## config.mk

```make
export PLATFORM = sky130hd
export DESIGN_NAME = instr_prefetch
export DESIGN_NICKNAME = d
export VERILOG_FILES = /design/src/rtl/instr_prefetch_pkg.sv /design/src/rtl/prefetch_fifo.sv /design/src/rtl/instr_prefetch.sv
export SDC_FILE = /design/constraint.sdc
export NUM_CORES = 1
export LEC_CHECK = 0
export BUFFER_PORTS_ARGS = -buffer_cell sky130_fd_sc_hd__clkbuf_2
export CAP_MARGIN = 20
export CORE_MARGIN = 4
export CORE_UTILIZATION = 60
export CTS_BUF_LIST = sky130_fd_sc_hd__clkbuf_16
export DETAILED_ROUTE_END_ITERATION = 8
export GPL_ROUTABILITY_DRIVEN = 0
export PLACE_DENSITY = 0.83
export SLEW_MARGIN = 20
export SYNTH_ARGS = -nofsm -noshare
export SYNTH_HDL_FRONTEND = slang
export SYNTH_SLANG_ARGS = --single-unit
```

## constraint.sdc

```tcl
create_clock -name clk -period 3.6 [get_ports clk]
set_input_delay 0.18 -clock clk [delete_from_list [all_inputs] [get_ports clk]]
set_output_delay 0.18 -clock clk [all_outputs]
set_load 0.02 [all_outputs]
```

## src/rtl/instr_prefetch_pkg.sv

```systemverilog
// Shared types and constants for the instruction prefetch front end.
package instr_prefetch_pkg;

    localparam int INSTR_W = 16;
    localparam int ADDR_W  = 16;
    localparam logic [ADDR_W-1:0] DEFAULT_RESET_PC = 16'h0000;

    typedef enum logic [1:0] {
        IDLE     = 2'd0,
        FETCH_LO = 2'd1,
        FETCH_HI = 2'd2,
        DRAIN    = 2'd3
    } state_t;

    typedef struct packed {
        logic [ADDR_W-1:0]  pc;
        logic [INSTR_W-1:0] instr;
    } fifo_entry_t;

endpackage

```

## src/rtl/prefetch_fifo.sv

```systemverilog
// First-word-fall-through FIFO of {pc, instr}; flush empties it in one cycle.
module prefetch_fifo
    import instr_prefetch_pkg::*;
#(
    parameter int DEPTH = 4
) (
    input  logic                   clk,
    input  logic                   reset_n,
    input  logic                   i_push,
    input  fifo_entry_t            i_data,
    input  logic                   i_pop,
    input  logic                   i_flush,
    output fifo_entry_t            o_head,
    output logic [$clog2(DEPTH):0] o_count
);

    localparam int PW = $clog2(DEPTH);

    fifo_entry_t   r_mem [DEPTH];
    logic [PW-1:0] r_rd_ptr;
    logic [PW-1:0] r_wr_ptr;
    logic [PW:0]   r_count;
    logic          w_pop_ok;

    assign w_pop_ok = i_pop && (r_count != '0);

    always_ff @(posedge clk or negedge reset_n) begin
        if (!reset_n) begin
            r_rd_ptr <= '0;
            r_wr_ptr <= '0;
            r_count  <= '0;
            for (int i = 0; i < DEPTH; i++) r_mem[i] <= '0;
        end else if (i_flush) begin
            r_rd_ptr <= '0;
            r_wr_ptr <= '0;
            r_count  <= '0;
        end else begin
            if (i_push) begin
                r_mem[r_wr_ptr] <= i_data;
                r_wr_ptr        <= r_wr_ptr + 1'b1;
            end
            if (w_pop_ok) r_rd_ptr <= r_rd_ptr + 1'b1;
            case ({i_push, w_pop_ok})
                2'b10:   r_count <= r_count + 1'b1;
                2'b01:   r_count <= r_count - 1'b1;
                default: r_count <= r_count;
            endcase
        end
    end

    assign o_head  = r_mem[r_rd_ptr];
    assign o_count = r_count;

endmodule

```

## src/rtl/instr_prefetch.sv

```systemverilog
// Fetch FSM: assembles 16-bit instructions from two byte reads and feeds decode
// through the prefetch FIFO, with redirect/flush handling.
module instr_prefetch
    import instr_prefetch_pkg::*;
#(
    parameter int          DEPTH    = 4,
    parameter logic [15:0] RESET_PC = DEFAULT_RESET_PC
) (
    input  logic                   clk,
    input  logic                   reset_n,
    output logic                   mem_req,
    output logic [15:0]            mem_addr,
    input  logic                   mem_ack,
    input  logic [7:0]             mem_rdata,
    output logic                   instr_valid,
    input  logic                   instr_ready,
    output logic [15:0]            instr_data,
    output logic [15:0]            instr_pc,
    input  logic                   redirect,
    input  logic [15:0]            redirect_pc,
    output logic [$clog2(DEPTH):0] fifo_count
);

    localparam int CW = $clog2(DEPTH) + 1;

    state_t      r_state;
    logic [15:0] r_fetch_pc;
    logic [15:0] r_mem_addr;
    logic [7:0]  r_lo;

    logic [15:0]   w_target;
    logic          w_push;
    logic          w_pop;
    logic [CW-1:0] w_count_next;
    fifo_entry_t   w_push_entry;
    fifo_entry_t   w_head;

    assign w_target     = redirect_pc & 16'hFFFE;
    assign w_push       = (r_state == FETCH_HI) && mem_ack && !redirect;
    assign w_pop        = instr_valid && instr_ready;
    assign w_push_entry = '{pc: r_fetch_pc, instr: {mem_rdata, r_lo}};

    // Occupancy after this cycle's push/pop decides whether to keep fetching.
    always_comb begin
        w_count_next = fifo_count;
        if (w_push && !w_pop)      w_count_next = fifo_count + 1'b1;
        else if (!w_push && w_pop) w_count_next = fifo_count - 1'b1;
    end

    always_ff @(posedge clk or negedge reset_n) begin
        if (!reset_n) begin
            r_state    <= IDLE;
            r_fetch_pc <= RESET_PC;
            r_mem_addr <= RESET_PC;
            r_lo       <= '0;
        end else if (redirect) begin
            r_fetch_pc <= w_target;
            // An unacknowledged request must complete before the bus is reused.
            if (mem_req && !mem_ack) begin
                r_state <= DRAIN;
            end else begin
                r_state    <= FETCH_LO;
                r_mem_addr <= w_target;
            end
        end else begin
            case (r_state)
                IDLE: begin
                    if (fifo_count < CW'(DEPTH)) begin
                        r_state    <= FETCH_LO;
                        r_mem_addr <= r_fetch_pc;
                    end
                end
                FETCH_LO: begin
                    if (mem_ack) begin
                        r_lo       <= mem_rdata;
                        r_state    <= FETCH_HI;
                        r_mem_addr <= r_fetch_pc + 16'd1;
                    end
                end
                FETCH_HI: begin
                    if (mem_ack) begin
                        r_fetch_pc <= r_fetch_pc + 16'd2;
                        if (w_count_next < CW'(DEPTH)) begin
                            r_state    <= FETCH_LO;
                            r_mem_addr <= r_fetch_pc + 16'd2;
                        end else begin
                            r_state <= IDLE;
                        end
                    end
                end
                DRAIN: begin
                    if (mem_ack) begin
                        r_state    <= FETCH_LO;
                        r_mem_addr <= r_fetch_pc;
                    end
                end
                default: r_state <= IDLE;
            endcase
        end
    end

    assign mem_req  = (r_state != IDLE);
    assign mem_addr = r_mem_addr;

    prefetch_fifo #(
        .DEPTH (DEPTH)
    ) u_fifo (
        .clk     (clk),
        .reset_n (reset_n),
        .i_push  (w_push),
        .i_data  (w_push_entry),
        .i_pop   (w_pop),
        .i_flush (redirect),
        .o_head  (w_head),
        .o_count (fifo_count)
    );

    assign instr_valid = (fifo_count != '0);
    assign instr_data  = w_head.instr;
    assign instr_pc    = w_head.pc;

endmodule

```

==> run_results.csv, run 1 <==
group,metric,value,unit
finish,drive_gt1_share,42.0,%
yosys,ys_seq_area_share,52.4,%
global_route,gr-usage-all-layers,23.7,%
setup_path,r2r_slack,1.22,ns
timing,clock_skew,0.00569,ns
route,viasPerCell,6.11,
setup_path,rr_endpoint,"r_fetch_pc[15]",
floorplan,die_h,125,um
setup_path,cp_data_arrival_time,2.29,ns
floorplan,start_util,61.7,%
timing,finalHoldViolCount,0,
setup_path,crit_fanout,20,
global_route,grt_max_degree,103,
power_and_ir_drop,clkPwrFrac,26.4,%
power_and_ir_drop,p_per_area,696,mW/mm^2
place,io_buffers,79,
yosys,synth_top_flop_cell,"dfrtp_1",
clock_tree,cts.sinks,172,
floorplan,ios,82,
global_route,grt_pass1_wl,29700,um
timing,min_period_over_period,68.6,%
global_route,antenna_found_initial,0,
place,dpl.hpwl,11300,um
setup_path,r2r_cells,6,
run,maxCapViolations,0,
timing,setup_viol,0,
yosys,yosysWarnings,0,
finish,n_antenna_cell,0,
floorplan,core-area,0.0133,mm^2
global_route,grt-ovfl-total,0,
floorplan,die-width,125,um
clock_tree,cts_tree,"yes",
yosys,async_reset_ff_share,100,%
yosys,yosysTopAreaCellShare,52.4,%
yosys,synthTopCellsByCount,"172 x dfrtp_1, 130 x mux2_2, 50 x nand2_1",
yosys,synthTopCellsByArea,"dfrtp_1 52%, mux2_2 18%, mux4_2 8.5%",
timing,fin_crit,2.47,ns
yosys,synth_largest_area_cell,"dfrtp_1",
power_and_ir_drop,leakage,4.42,nW
worst_hold_path,hp-start,"redirect_pc[5]",
route,routedWlPerCell,20.2,um
yosys,synth_edf_count,0,
timing,max_clock_freq,405,MHz
clock_tree,clk_latency,0.42,ns
clock_tree,cts_resized,0,
timing,worstMarginPinSlew,1.01,ns
floorplan,rows,42,
clock_tree,clk_path_buf_depth,2,
clock_tree,htreeDepth,4,
clock_tree,clkSlewWorstSetupHoldPaths,0.06,ns
worst_hold_path,hold_path_depth,3,
finish,nets,728,
route,drt-initial-drc-count,359,
timing,slew_headroom,32.9,%
power_and_ir_drop,ir_drop,0.335,mV
clock_tree,cts_made_buffers,17,
power_and_ir_drop,internal_power,4.24,mW
finish,final_util,70.4,%
setup_path,r2r_start,"r_fetch_pc[1]",
yosys,syn_nets,653,
timing,fin_tns_setup,0,ns
yosys,postSynthAreaPerCell,13.4,um^2
power_and_ir_drop,switching_share,34.9,%
global_route,grt_pass1_vias,5773,
yosys,yosysMostFrequentCell,"dfrtp_1",
worst_hold_path,min_to,"r_fetch_pc[5]",
setup_path,path_class,"reg -> out",
setup_path,end_kind,"output pin",
power_and_ir_drop,power_frac_comb,33.0,%
yosys,synth_seq_cells,172,
yosys,netlist_area,0.00821,mm^2
power_and_ir_drop,switchingPower,2.27,mW
power_and_ir_drop,power_frac_seq,40.6,%
setup_path,start_kind,"flop",
setup_path,required,3.42,ns
timing,slew_violations,0,
route,ant_nets,0,
worst_hold_path,hold_class,"in -> reg",
route,num_vias,5355,
yosys,postSynthCellCount,612,
timing,rsz0062_at_grt,"no",
yosys,synth_cell_type_count,52,
route,drc,0,
route,drt-pass1-iter-count,6,
clock_tree,ctsRootBufferMaster,"clkbuf_16",
finish,synthToLayoutAreaGrowth,14.0,%
outcome,status,"finished, final reports clean",
floorplan,dieArea,0.0156,mm^2
route,wl,17700,um
-- worst max-delay path, stage by stage (launching register included) --
cell and delay [ns]:
dfrtp_1 1.01, buf_4 0.32, mux4_2 0.34, clkbuf_2 0.18
-- routing by layer --
layer	wire length, um	up-vias	part of all wire, %	GRT usage (%)
li1	-	2369	-	-
met2	9370	160	53	41.3
met4	357	0	2.0	7.91
met1	7200	2794	41	29.9
met5	0	-	0	0
met3	779	32	4.4	4.90
-- power by group through the flow --
stage / Combinational [mW] / Sequential, mW / Clock [mW]
CTS: 2.17 / 2.64 / 1.74
floorplan: 1.50 / 2.64 / 0
global placement: 2.08 / 2.62 / 0
global route: 2.31 / 2.70 / 1.84
finish: 2.15 / 2.65 / 1.72
detailed placement: 2.13 / 2.67 / 0
-- placed cells by master, fill, tap and decap left out, types with 11 or more instances in the layout --
| cell | n |
|---|---|
| clkbuf_16 | 17 |
| clkbuf_2 | 78 |
| xnor2_1 | 19 |
| buf_4 | 13 |
| mux2_2 | 130 |
| dfrtp_1 | 171 |
| o21ai_0 | 24 |
| inv_1 | 11 |
| nand2_1 | 50 |
| ha_1 | 12 |
| nor2_1 | 19 |
| mux4_2 | 31 |
-- flip-flops by register name, summed over array words and instances, names as in the netlist --
signal	flops
r_fetch_pc	15
u_fifo.o_count	3
r_state	2
u_fifo.r_wr_ptr	2
r_lo	8
u_fifo.r_mem	124
u_fifo.r_rd_ptr	2
mem_addr	16
-- what timing repair did --
item	4_1_cts	5_1_grt
hold endpoints to repair	107	0
buffers inserted	0	0
hold buffers	9	0
-- per-stage QoR --
step                      hold WS (ns)  power, mW  area, um^2  setup WS [ns]  instances
after floorplan                 -0.116       4.13        8210           1.49        612
after global placement           0.333       4.71        8710           1.36        835
after detailed placement         0.354       4.80        8710           1.28        835
after CTS                      0.00118       6.55        9360           1.14        876
after global routing            0.0193       6.85        9360          0.982        876
final                           0.0157       6.51        9360           1.13        876
-- worst max-delay path by stage --
stage	from	to	slack, ns	cells past startpoint
floorplan	u_fifo.o_count[0]	mem_addr[13]	1.49	8
global placement	r_state[0]	mem_addr[7]	1.36	7
detailed placement	r_fetch_pc[1]	r_fetch_pc[15]	1.28	6
CTS	u_fifo.r_rd_ptr[1]	instr_pc[12]	1.14	3
global route	r_fetch_pc[1]	r_fetch_pc[15]	0.98	6
finish	u_fifo.r_rd_ptr[1]	instr_pc[12]	1.13	3
-- cell type report --
type	count	area, um^2
multi-input cells	386	3650
clock inverters	15	126
repair buffers	101	589
inverters	9	33.8
fillers	866	3940
flip-flops and latches	172	4310
clock buffers	17	425
well taps	176	220
-- logic make-up after synthesis --
group	Yosys count	synth area share, %
xor gates and xnor gates	28	2.99
and+or+nand+nor	108	6.20
muxes	174	28.5
adders and majority gates	12	1.83
other	1	0.0457
buffers and inverters	54	3.05
AOI/OAI and AO/OA	63	4.98
DFF	172	52.4
No activity file was read; power rests on OpenSTA's default activity.
==> run 2, diff against run 1 <==
--- a/config.mk
+++ b/config.mk
@@ -8,11 +8,11 @@
 export BUFFER_PORTS_ARGS = -buffer_cell sky130_fd_sc_hd__clkbuf_2
 export CAP_MARGIN = 20
 export CORE_MARGIN = 4
-export CORE_UTILIZATION = 60
+export CORE_UTILIZATION = 59
 export CTS_BUF_LIST = sky130_fd_sc_hd__clkbuf_16
 export DETAILED_ROUTE_END_ITERATION = 8
 export GPL_ROUTABILITY_DRIVEN = 0
-export PLACE_DENSITY = 0.83
+export PLACE_DENSITY = 0.82
 export SLEW_MARGIN = 20
 export SYNTH_ARGS = -nofsm -noshare
 export SYNTH_HDL_FRONTEND = slang
==> constraint.sdc (replaced) <==
create_clock -name clk -period 2.45 [get_ports clk]
set_input_delay 0.1225 -clock clk [delete_from_list [all_inputs] [get_ports clk]]
set_output_delay 0.1225 -clock clk [all_outputs]
set_load 0.02 [all_outputs]
==> run_results.csv, run 2 (synthesis results as in run 1) <==
group,metric,value,unit
timing,min_period_over_period,90.4,%
power_and_ir_drop,power_frac_seq,39.9,%
floorplan,die-width,126,um
power_and_ir_drop,ir_drop,0.657,mV
global_route,grt-ovfl-total,0,
run,maxCapViolations,0,
place,io_buffers,79,
route,drt-pass1-iter-count,5,
global_route,gr-usage-all-layers,23.6,%
clock_tree,ctsRootBufferMaster,"clkbuf_16",
clock_tree,cts.sinks,172,
setup_path,path_class,"reg -> reg",
timing,clock_skew,0.0133,ns
clock_tree,cts_made_buffers,17,
floorplan,core-area,0.0135,mm^2
floorplan,start_util,61.0,%
floorplan,dieArea,0.0159,mm^2
power_and_ir_drop,leakage,4.52,nW
route,ant_nets,0,
setup_path,required,2.79,ns
route,drc,0,
floorplan,ios,82,
timing,finalHoldViolCount,0,
worst_hold_path,hold_class,"in -> reg",
finish,drive_gt1_share,42.2,%
global_route,grt_pass1_vias,5899,
route,drt-initial-drc-count,486,
finish,nets,746,
power_and_ir_drop,switching_share,34.2,%
outcome,status,"finished, final reports clean",
timing,slew_violations,0,
power_and_ir_drop,clkPwrFrac,26.4,%
global_route,antenna_found_initial,0,
clock_tree,clkSlewWorstSetupHoldPaths,0.07,ns
power_and_ir_drop,switchingPower,3.32,mW
finish,final.fill_count,872,
global_route,grt_max_degree,70,
place,dpl.hpwl,11900,um
setup_path,start_kind,"flop",
power_and_ir_drop,power_frac_comb,33.7,%
timing,fin_crit,2.22,ns
floorplan,rows,42,
global_route,grt_pass1_wl,29900,um
power_and_ir_drop,internal_power,6.39,mW
setup_path,cp_data_arrival_time,2.56,ns
timing,setup_viol,0,
setup_path,end_kind,"flop",
setup_path,crit_fanout,10,
route,num_vias,5439,
timing,max_clock_freq,451,MHz
timing,fin_tns_setup,0,ns
route,viasPerCell,6.08,
finish,synthToLayoutAreaGrowth,16.7,%
floorplan,die_h,126,um
clock_tree,cts_tree,"yes",
finish,final_common_cell,"dfrtp_1",
finish,largest-register,"u_fifo.r_mem",
finish,largest_register_ffs,124,
finish,final_cell_mix,"171 x dfrtp_1, 130 x mux2_2, 78 x clkbuf_2, 50 x nand2_1, 31 x mux4_2",
timing,worstMarginPinSlew,0.640,ns
clock_tree,clk_path_buf_depth,2,
route,wl,18100,um
clock_tree,clk_latency,0.43,ns
route,routedWlPerCell,20.3,um
timing,slew_headroom,57.3,%
power_and_ir_drop,p_total,9.71,mW
clock_tree,htreeDepth,4,
power_and_ir_drop,p_per_area,1010,mW/mm^2
timing,rsz0062_at_grt,"no",
finish,n_antenna_cell,0,
[run 2: cell count changes in the layout (fill, tap and decap cells not counted), sizes merged]
cell	change
inv	-4
dlygate4sd3	+11
buf	+7
clkinvlp	-2
clkinv	+5
bufinv	+1
[run 2: stage by stage]
stage	util (%)	cell area, um^2	hold slack [ns]	setup slack (ns)	std cells
after floorplan	-	8210	-0.173	0.344	612
after global placement	65.5	8820	0.157	0.310	842
after detailed placement	65.5	8820	0.165	0.194	842
after CTS	71.2	9570	0.00120	0.149	894
after global routing	71.2	9580	0.0152	0.00262	894
final	71.2	9580	0.00734	0.234	894
[run 2: final timing paths]
kind | slack [ns] | cells after the start | to | startpoint
worst max register to register | 0.23 | 6 | r_fetch_pc[15] | r_fetch_pc[1]
min in group asynchronous | 0.27 | 2 | u_fifo.r_mem[37] | reset_n
max in group asynchronous | 1.26 | 3 | u_fifo.r_mem[123] | reset_n
worst min register to register | 0.48 | 2 | u_fifo.r_mem[27] | u_fifo.r_mem[27]
worst min-delay path | 0.007 | 2 | u_fifo.r_mem[111] | mem_rdata[7]
worst max-delay path | 0.23 | 6 | r_fetch_pc[15] | r_fetch_pc[1]
[run 2: routing by layer]
layer	share of wire, %	vias to the layer above	global-route usage, %	wire [um]
met5	0	-	0	0
met4	2.0	0	7.57	359
met3	5.5	37	4.91	1000
met2	51	203	40.1	9300
met1	41	2807	30.8	7480
li1	-	2392	-	-
[run 2: power groups by stage]
stage	combinational (mW)	clock [mW]	sequential (mW)
global placement	3.16	0	3.85
floorplan	2.20	0	3.87
detailed placement	3.25	0	3.91
finish	3.27	2.56	3.87
CTS	3.30	2.60	3.86
global route	3.51	2.75	3.94
[run 2: timing repair]
action | CTS | global route
gates resized for setup | 0 | 2
buffers inserted | 0 | 0
setup endpoints to repair | 0 | 2
endpoints found under the hold margin | 96 | 0
hold buffers | 20 | 0
[run 2: final cells by class]
| cell class | instances | area, um^2 | area share [%] |
|---|---|---|---|
| clock buffer | 17 | 425 | 4.44 |
| clock inverter | 15 | 133 | 1.38 |
| inverter | 9 | 33.8 | 0.353 |
| multi-input combinational | 386 | 3660 | 38.2 |
| sequential | 172 | 4310 | 44.9 |
| tap | 176 | 220 | 2.30 |
| timing repair buffer | 119 | 802 | 8.37 |
[run 2: worst max-delay path, stage by stage (launching register included)]
cell      delay (ns)
dfrtp_1         0.55
ha_1            0.32
nand2_1         0.20
nor3_1          0.31
nand2_1         0.15
or4_1           0.49
o211ai_1        0.10
==> run 3, diff against run 2 <==
--- a/config.mk
+++ b/config.mk
@@ -5,6 +5,7 @@
 export SDC_FILE = /design/constraint.sdc
 export NUM_CORES = 1
 export LEC_CHECK = 0
+export ABC_AREA = 1
 export BUFFER_PORTS_ARGS = -buffer_cell sky130_fd_sc_hd__clkbuf_2
 export CAP_MARGIN = 20
 export CORE_MARGIN = 4
==> run_results.csv, run 3 <==
group,metric,value,unit
clock_tree,cts_resized,0,
yosys,netlist_area,0.00798,mm^2
clock_tree,htreeDepth,4,
power_and_ir_drop,p_per_area,1100,mW/mm^2
route,drt-initial-drc-count,737,
floorplan,die-width,124,um
setup_path,start_kind,"flop",
yosys,synth.area.mux_share,0,%
worst_hold_path,hold_class,"in -> reg",
clock_tree,cts_tree,"yes",
floorplan,dieArea,0.0155,mm^2
power_and_ir_drop,internal_power,6.28,mW
yosys,synth_cell_type_count,33,
place,io_buffers,79,
yosys,synthXorXnorAreaFrac,0.439,%
setup_path,cp_data_arrival_time,2.06,ns
power_and_ir_drop,switchingPower,3.98,mW
setup_path,required,2.33,ns
route,ant_nets,0,
yosys,postSynthAreaPerCell,8.23,um^2
floorplan,core-area,0.0132,mm^2
global_route,grt_busiest_layer,"met2",
power_and_ir_drop,clkPwrFrac,26.6,%
finish,nets,1083,
route,drt-pass1-iter-count,5,
yosys,synthTopCellsByCount,"244 x nand2_1, 216 x o21ai_0, 172 x dfrtp_1",
finish,final_util,70.4,%
yosys,synthTopCellsByArea,"dfrtp_1 54%, o21ai_0 14%, nand2_1 11%",
timing,min_period_over_period,89.1,%
floorplan,rows,42,
clock_tree,ctsRootBufferMaster,"clkbuf_16",
yosys,yosys.area_share.simple,19.6,%
setup_path,r2r_cells,12,
yosys,synth_compound_area_share,18.3,%
worst_hold_path,hp-start,"mem_rdata[7]",
clock_tree,clk_path_buf_depth,2,
timing,setup_viol,0,
setup_path,rr_endpoint,"mem_addr[5]",
setup_path,cpPeakStageDelay,0.53,ns
yosys,synth_edf_count,0,
global_route,grt_max_degree,76,
yosys,yosysWarnings,0,
yosys,postSynthCellCount,970,
global_route,use_met1,36.7,%
timing,slew_violations,0,
timing,max_clock_freq,458,MHz
route,drc,0,
yosys,synth_largest_area_cell,"dfrtp_1",
finish,n_antenna_cell,0,
yosys,yosysMostFrequentCell,"nand2_1",
setup_path,r2r_start,"r_state[0]",
yosys,syn_nets,1011,
timing,slew_headroom,53.6,%
power_and_ir_drop,p_total,10.3,mW
global_route,met3_usage,4.76,%
global_route,grt-ovfl-total,0,
power_and_ir_drop,power_frac_seq,38.4,%
finish,largest_register_ffs,124,
setup_path,crit_fanout,63,
timing,rsz0062_at_grt,"no",
yosys,async_reset_ff_share,100,%
route,routedWlPerCell,15.8,um
power_and_ir_drop,leakage,4.63,nW
place,dpl.hpwl,12100,um
setup_path,r2r_slack,0.30,ns
timing,finalHoldViolCount,0,
yosys,synth_seq_cells,172,
global_route,grt_pass1_wl,32700,um
finish,largest-register,"u_fifo.r_mem",
timing,fin_crit,2.18,ns
run,maxCapViolations,0,
yosys,ys_seq_area_share,53.9,%
timing,worstMarginPinSlew,0.696,ns
yosys,yosysTopAreaCellShare,53.9,%
worst_hold_path,min_to,"u_fifo.r_mem[15]",
global_route,use_met2,39.6,%
floorplan,die_h,124,um
global_route,gr-usage-all-layers,25.8,%
power_and_ir_drop,ir_drop,0.774,mV
finish,final.fill_count,1019,
yosys,synth_top_flop_cell,"dfrtp_1",
clock_tree,clkSlewWorstSetupHoldPaths,0.07,ns
setup_path,end_kind,"output pin",
route,viasPerCell,5.74,
finish,final_cell_mix,"240 x nand2_1, 216 x o21ai_0, 171 x dfrtp_1, 94 x nor2_1, 78 x clkbuf_2",
clock_tree,cts.sinks,172,
timing,clock_skew,0.00975,ns
route,num_vias,7067,
outcome,status,"finished, final reports clean",
finish,final_common_cell,"nand2_1",
floorplan,start_util,60.3,%
setup_path,cp_slowest_cell,"buf_4",
global_route,antenna_found_initial,0,
clock_tree,clk_latency,0.43,ns
yosys,synthAdderAreaFrac,1.88,%
power_and_ir_drop,power_frac_comb,35.0,%
clock_tree,cts_made_buffers,17,
setup_path,path_class,"reg -> out",
yosys,synth_top_family_by_area,"simple AND/OR/NAND/NOR gates",
global_route,grt_pass1_vias,6624,
timing,fin_tns_setup,0,ns
worst_hold_path,hold_path_depth,3,
power_and_ir_drop,switching_share,38.8,%
finish,drive_gt1_share,13.3,%
finish,synthToLayoutAreaGrowth,16.8,%
floorplan,ios,82,
setup_path,cp_cell_sequence,"buf_4 -> o21ai_0 -> o22ai_1 -> clkbuf_2",
route,wl,19400,um
[run 3: cell types whose count changed after synthesis, moves of 32 or more]
cell,before,now
clkbuf_1,17,49
o21ai_0,24,216
mux2_2,130,0
inv_1,9,58
nor2_1,19,94
nand2_1,50,244
[run 3: layout make-up]
type                            count  area [um^2]  share of cell area [%]
Sequential cell                   172         4310                    46.2
Timing Repair Buffer              109          749                    8.04
Clock buffer                       17          425                    4.56
Clock inverter                     15          171                    1.84
Inverter                           61          229                    2.46
Multi-Input combinational cell    681         3230                    34.6
Tap cell                          176          220                    2.36
[run 3: worst max-delay path, delay by kind of cell, from the launching register on]
| kind | cells | cell delay [ns] |
|---|---|---|
| AO/OA/AOI/OAI | 2 | 0.50 |
| buffers and inverters | 2 | 0.76 |
| flip-flops | 1 | 0.36 |
[run 3: timing repair]
item	CTS	global route
hold buffers	14	0
setup buffers	0	0
endpoints found under the hold margin	86	0
[run 3: per-layer routing]
| metal | up-vias | part of all wire, % |
|---|---|---|
| li1 | 3371 | - |
| met5 | - | 0 |
| met4 | 0 | 2.3 |
| met1 | 3355 | 44 |
| met2 | 304 | 47 |
| met3 | 37 | 6.3 |
[run 3: power by group through the flow]
stage	registers [mW]	clock network (mW)	logic [mW]
after floorplan	4.05	0	2.30
after global placement	3.94	0	3.47
after detailed placement	3.97	0	3.55
after CTS	3.93	2.74	3.60
after global routing	4.03	2.87	4.02
final	3.94	2.73	3.59
[run 3: cells by family after synthesis]
| family | after synthesis |
|---|---|
| buffers and inverters | 117 |
| and+or+nand+nor | 388 |
| xor gates and xnor gates | 4 |
| AOI/OAI and AO/OA | 276 |
| other | 1 |
| DFF | 172 |
| adders and majority gates | 12 |
[run 3: worst max path at each step]
stage / start / endpoint / cells after the start
2_1_floorplan: u_fifo.o_count[0] / mem_addr[8] / 13
3_3_place_gp: r_state[0] / mem_addr[5] / 12
3_5_place_dp: r_state[0] / mem_addr[5] / 12
4_1_cts: u_fifo.r_rd_ptr[0] / instr_pc[1] / 4
5_1_grt: r_state[0] / mem_addr[5] / 12
6_report: u_fifo.r_rd_ptr[0] / instr_pc[15] / 4
[run 3: through the flow]
stage	hold WS [ns]	instances	setup WS [ns]	area, um^2
2_1_floorplan	-0.173	970	0.578	7980
3_3_place_gp	0.193	1185	0.423	8590
3_5_place_dp	0.202	1185	0.345	8590
4_1_cts	0.0228	1231	0.276	9330
5_1_grt	0.0452	1231	0.0870	9330
6_report	0.0282	1231	0.268	9330
